--- config.mk ---
export PLATFORM = sky130hd
export DESIGN_NAME = seq_key_ctrl
export DESIGN_NICKNAME = d
export VERILOG_FILES = /design/src/rtl/seq_key_ctrl_pkg.sv /design/src/rtl/seq_key_ctrl_rise_det.sv /design/src/rtl/seq_key_ctrl.sv
export SDC_FILE = /design/constraint.sdc
export NUM_CORES = 1
export LEC_CHECK = 0
export ABC_AREA = 1
export CORE_UTILIZATION = 54
export CTS_CLUSTER_SIZE = 20
export DETAILED_ROUTE_END_ITERATION = 10
export PLACE_DENSITY = 0.76
export SYNTH_ARGS = -nofsm -noshare
export SYNTH_HDL_FRONTEND = slang
export SYNTH_HIERARCHICAL = 1
export SYNTH_SLANG_ARGS = --single-unit
--- constraint.sdc ---
create_clock -name clk -period 2.5 [get_ports clk]
set_input_delay 0.25 -clock clk [delete_from_list [all_inputs] [get_ports clk]]
set_output_delay 0.25 -clock clk [all_outputs]
set_load 0.005 [all_outputs]
--- src/rtl/seq_key_ctrl_pkg.sv ---
// Shared types and defaults for the key-to-bit sequencer.
// Imported by the edge detector and the controller top.
package seq_key_ctrl_pkg;

    localparam int GAP_CYCLES_DEF = 16;
    localparam int HIST_W_DEF     = 8;

    typedef enum logic [2:0] {
        ST_IDLE  = 3'd0,
        ST_ISSUE = 3'd1,
        ST_CLEAR = 3'd2,
        ST_HOLD  = 3'd3,
        ST_GAP   = 3'd4
    } state_e;

endpackage

--- src/rtl/seq_key_ctrl_rise_det.sv ---
// Single-bit rising-edge detector with a registered edge pulse.
// The previous-level flop resets to 1 so a key held through reset is ignored.
module rise_det
    import seq_key_ctrl_pkg::*;
(
    input  logic clk,
    input  logic rst_n,
    input  logic lvl_i,
    output logic rise_o
);

    logic prev_q;
    logic rise_q;

    // Track the previous level every cycle and register the edge pulse
    always_ff @(posedge clk) begin
        if (!rst_n) begin
            prev_q <= 1'b1;
            rise_q <= 1'b0;
        end else begin
            prev_q <= lvl_i;
            rise_q <= lvl_i & ~prev_q;
        end
    end

    assign rise_o = rise_q;

endmodule

--- src/rtl/seq_key_ctrl.sv ---
// Turns debounced 0/1/clear key presses into single-bit transfers
// toward a sequence detector, with release hold-off and a quiet gap.
module seq_key_ctrl
    import seq_key_ctrl_pkg::*;
#(
    parameter int GAP_CYCLES = GAP_CYCLES_DEF,
    parameter int HIST_W     = HIST_W_DEF,
    localparam int CNT_W     = $clog2(HIST_W + 1)
) (
    input  logic              clk,
    input  logic              rst_n,
    input  logic              db_0,
    input  logic              db_1,
    input  logic              db_clr,
    input  logic              det_rdy,
    output logic              bit_out,
    output logic              bit_vld,
    output logic              clr_pls,
    output logic              err,
    output logic [HIST_W-1:0] hist,
    output logic [CNT_W-1:0]  cnt,
    output logic              busy
);

    localparam logic [15:0]      GAP_LAST = 16'(GAP_CYCLES - 1);
    localparam logic [CNT_W-1:0] CNT_MAX  = CNT_W'(HIST_W);

    logic              r0;
    logic              r1;
    logic              rclr;
    logic              any_lvl;

    state_e            state_q;
    logic              bit_out_q;
    logic              bit_vld_q;
    logic              clr_pls_q;
    logic              err_q;
    logic [HIST_W-1:0] hist_q;
    logic [CNT_W-1:0]  cnt_q;
    logic [15:0]       gap_q;

    rise_det u_rise_0 (
        .clk    (clk),
        .rst_n  (rst_n),
        .lvl_i  (db_0),
        .rise_o (r0)
    );

    rise_det u_rise_1 (
        .clk    (clk),
        .rst_n  (rst_n),
        .lvl_i  (db_1),
        .rise_o (r1)
    );

    rise_det u_rise_clr (
        .clk    (clk),
        .rst_n  (rst_n),
        .lvl_i  (db_clr),
        .rise_o (rclr)
    );

    assign any_lvl = db_0 | db_1 | db_clr;

    // Control FSM with registered outputs; edges are only honoured in IDLE
    always_ff @(posedge clk) begin
        if (!rst_n) begin
            state_q   <= ST_IDLE;
            bit_out_q <= 1'b0;
            bit_vld_q <= 1'b0;
            clr_pls_q <= 1'b0;
            err_q     <= 1'b0;
            hist_q    <= '0;
            cnt_q     <= '0;
            gap_q     <= '0;
        end else begin
            err_q     <= 1'b0;
            clr_pls_q <= 1'b0;
            case (state_q)
                ST_IDLE: begin
                    if (rclr) begin
                        clr_pls_q <= 1'b1;
                        state_q   <= ST_CLEAR;
                    end else if (r0 && r1) begin
                        err_q   <= 1'b1;
                        state_q <= ST_HOLD;
                    end else if (r0 || r1) begin
                        bit_out_q <= r1;
                        bit_vld_q <= 1'b1;
                        state_q   <= ST_ISSUE;
                    end
                end
                ST_ISSUE: begin
                    if (det_rdy) begin
                        hist_q    <= {hist_q[HIST_W-2:0], bit_out_q};
                        bit_vld_q <= 1'b0;
                        state_q   <= ST_HOLD;
                        if (cnt_q != CNT_MAX) begin
                            cnt_q <= cnt_q + CNT_W'(1);
                        end
                    end
                end
                ST_CLEAR: begin
                    hist_q  <= '0;
                    cnt_q   <= '0;
                    state_q <= ST_HOLD;
                end
                ST_HOLD: begin
                    if (!any_lvl) begin
                        gap_q   <= '0;
                        state_q <= ST_GAP;
                    end
                end
                ST_GAP: begin
                    if (any_lvl) begin
                        gap_q   <= '0;
                        state_q <= ST_HOLD;
                    end else if (gap_q == GAP_LAST) begin
                        state_q <= ST_IDLE;
                    end else begin
                        gap_q <= gap_q + 16'd1;
                    end
                end
                default: begin
                    bit_vld_q <= 1'b0;
                    state_q   <= ST_IDLE;
                end
            endcase
        end
    end

    assign bit_out = bit_out_q;
    assign bit_vld = bit_vld_q;
    assign clr_pls = clr_pls_q;
    assign err     = err_q;
    assign hist    = hist_q;
    assign cnt     = cnt_q;
    assign busy    = (state_q != ST_IDLE);

endmodule

==> flow_results.org <==
** Worst hold path
- Worst hold path type :: flop to flop

** Route
- Total Routed Length :: 4760 µm
- The routed layout has 2131 vias.
- Final antenna-violating net count :: 0
- After detailed routing, the average wire length per cell comes to 11.6 µm.
- DRC viols :: 0
- For this run, the detailed router's first-pass iteration total came to 4.
- Number of violations reported at the end of detailed-routing iteration 0 :: 153
- Dividing the detail-routed via count by the number of cells gives 5.18.

** Global routing
- The number of antenna violations at the first check in global routing was 0.
- Global-route wire length before repair :: 8100 µm
- Global routing used 24.4% of the available tracks across all layers.
- Global-route congestion overflow total :: 0
- Largest net degree at the start of global routing :: 27
- Number of global-route vias before repair :: 1858

** Yosys
- Ys flop type :: dfxtp_1
- Register area share after synthesis :: 37.1%
- Async S/R FF share, synth :: 0%
- Number of enable-type register cells in the synthesized netlist :: 0
- The synthesized design contains 41 register bits.
- Total of warnings raised by yosys :: 6
- The mapped netlist covers 2210 µm².
- Synthesized netlist cell count :: 338
- The synthesized design spends more area on one cell type than any other, namely dfxtp_1.
- By area the synthesized netlist is led by dfxtp_1, nand2_1, nand3_1, nor2_1, inv_1.
- Number of nets in the synthesized netlist :: 347
- In this run the biggest area consumer among cell types represents 37.1% of the synthesized area.
- Number of distinct library cells after synthesis :: 25
- Each instance of the synthesized netlist takes up on average 6.54 µm².

** Clock network
- No sink is reached through more buffers than the 2 on the longest clock path.
- Cell at the root of the clock tree :: clkbuf_8
- Clock latency on the worst-skew pair, taken at its later pin, is 0.30 ns.
- After clock tree synthesis, the flow added hold-fix buffers numbering 0.
- Resized cells post-CTS :: 0
- Number of levels the H-tree was split into :: 2
- In this run, CTS created clock tree buffers numbering 5.
- TritonCTS built the clock tree.
- After clock tree synthesis, the clock-pin slew on the worst setup and hold paths is 0.08 ns.
- CTS saw 41 sinks.
- Post-CTS setup buffer count :: 0

** Setup path
- Critical-path maximum fanout :: 4
- The critical path is of the flop to output pin type.
- The worst register-to-register path begins at gap_q[0]$_SDFFE_PN0P_.
- Tracing the worst setup path back leads to its startpoint at state_q[2]$_SDFFE_PN0P_.
- Data arrival time of the worst path :: 1.50 ns
- The most critical setup path has its endpoint at busy.
- Worst flop-to-flop path endpoint :: gap_q[15]$_SDFFE_PN0P_
- Data required time of the critical path :: 2.25 ns
- The worst setup path is captured at an output pin.
- For flop-to-flop paths, the worst setup slack is 0.79 ns.
- Counting cells, the worst reg-to-reg path comes to 9.
- STA classifies the critical path startpoint as a flop.

** Layout
- With fillers left out, the area of the finished cells amounts to 2580 µm².
- Diodes inserted :: 0
- The library cell used most frequently in the layout, excluding fill and tap cells, is nand2_1.
- In the final design database the tool counted 371 nets.
- The post-route netlist has 8.82% of its cells at a drive strength greater than 1.
- Syn-to-layout area delta :: 16.5%
- Most used cells in the layout excluding fill and tap cells :: nand2_1, nor2_1, inv_1, nand3_1, dfxtp_1

** Pwr
- Dividing total power by cell area gives a power density of 743 nW/µm².
- Maximum vdd ir drop :: 0.420 mV
- In this run the static leakage power is 0.00104 µW.

** STA
- Of the available clock period, the critical path in the final layout requires 69.9%.
- Setup violations, final :: 0
- The worst path needs 1.75 ns of the cycle, external delays included.
- For the final routed database, the setup TNS stands at 0 ns.
- Worst Clk Skew :: 0.00735 ns
- The number of pins with negative max-slew slack in the final report is 0.
- Unrepaired setup endpoints after global routing :: false
- Hold violation count in the final report :: 0
- At the pin with the least slew margin, the transition time is 0.492 ns.
- Worst slew margin :: 67.0%
- Upper clock frequency limit :: 572 MHz

** Floorplanning
- The die is 66.0 µm wide.
- Starting Density :: 58.2%
- Standard-cell rows :: 22
- Die Area :: 4360 µm²
- Core outline area :: 3800 µm²
- From bottom edge to top edge, the die measures 66.0 µm.
- Pin placement for this block handled 23 I/O pins.

** Placement
- Placed Area :: 2460 µm²
- Detailed placement ended at an HPWL of 3390 µm.
- In this run the tool buffered the top-level ports with 22 buffer cells.
- Final GP Congestion :: 0.884

** Status
- Run status :: complete, no violations

** Flow run
- Count of maximum capacitance violations :: 0
[worst max-delay path: stages (launching register included)]
cell             delay [ns]
dfxtp_1                0.43
nor2_1                 0.12
nand2_1                0.14
clkdlybuf4s50_1        0.52
[how the worst min path moves through the flow]
stage                                     startpoint                    endpoint  slack (ns)  cells after the start
after floorplan                                rst_n  u_rise_0/prev_q$_SDFF_PN1_        0.32                      1
after global placement    u_rise_1/prev_q$_SDFF_PN1_  u_rise_1/rise_o$_SDFF_PN0_        0.39                      1
after detailed placement  u_rise_1/prev_q$_SDFF_PN1_  u_rise_1/rise_o$_SDFF_PN0_        0.39                      1
after CTS                 u_rise_1/prev_q$_SDFF_PN1_  u_rise_1/rise_o$_SDFF_PN0_        0.40                      1
after global routing      u_rise_1/prev_q$_SDFF_PN1_  u_rise_1/rise_o$_SDFF_PN0_        0.42                      1
final                     u_rise_0/prev_q$_SDFF_PN1_  u_rise_0/rise_o$_SDFF_PN0_        0.40                      1
[stage by stage]
step / utilization [%] / worst slack, ns / cells / hold WS [ns] / power (µW)
2_1_floorplan: - / 1.13 / 338 / 0.319 / 1220
3_3_place_gp: 64.7 / 0.592 / 403 / 0.386 / 1360
3_5_place_dp: 64.7 / 0.563 / 403 / 0.391 / 1370
4_1_cts: 67.9 / 0.740 / 411 / 0.403 / 1930
5_1_grt: 67.9 / 0.610 / 411 / 0.417 / 2060
6_report: 67.9 / 0.753 / 411 / 0.400 / 1910
[per-layer routing]
| metal | vias to the layer above | track usage (%) | share of wire (%) |
|---|---|---|---|
| met5 | - | 0 | 0 |
| met4 | 0 | 9.31 | 1.2 |
| met3 | 6 | 5.69 | 5.3 |
| met2 | 61 | 38.6 | 44 |
| met1 | 937 | 31.9 | 50 |
| li1 | 1127 | - | - |
[cell usage after synthesis, types with 4 or more instances]
cell	number
nand2_1	89
nor2_1	43
inv_1	42
nand3_1	42
dfxtp_1	41
a21oi_1	25
nand4_1	11
nand2_2	5
nor2_2	5
o21ai_0	4
or2_2	4
[kinds of logic (layout without fill, tap and decap cells)]
| group | Yosys count | after routing | share of synthesized area (%) |
|---|---|---|---|
| flops | 41 | 41 | 37.1 |
| fa+ha+maj | 3 | 3 | 1.70 |
| buf+inv | 53 | 78 | 10.1 |
| simple gates | 207 | 207 | 42.8 |
| xor+xnor | 2 | 2 | 0.792 |
| compound gates | 32 | 32 | 7.58 |
[area by class of cell]
cell class / instances / area (µm²)
fill: 333 / 1220
multi-input combinational: 244 / 1170
sequential: 41 / 821
timing repair buffer: 24 / 235
inverter: 46 / 173
clock buffer: 6 / 82.6
tap: 48 / 60.1
clock inverter: 2 / 37.5
[state kept, by name, indices dropped and copies added, names as in the netlist]
| register | cells |
|---|---|
| gap_q | 16 |
| hist | 8 |
| cnt | 4 |
| state_q | 3 |
| bit_out | 1 |
| bit_vld | 1 |
| clr_pls | 1 |
| err | 1 |
| u_rise_0/prev_q | 1 |
| u_rise_0/rise_o | 1 |
| u_rise_1/prev_q | 1 |
| u_rise_1/rise_o | 1 |
| u_rise_clr/prev_q | 1 |
| u_rise_clr/rise_o | 1 |
[where the power goes]
| group | switching [µW] | internal (µW) |
|---|---|---|
| combinational | 397 | 214 |
| sequential | 47.7 | 696 |
| clock | 235 | 325 |
Note: power is estimated with default switching activity, not from simulation.
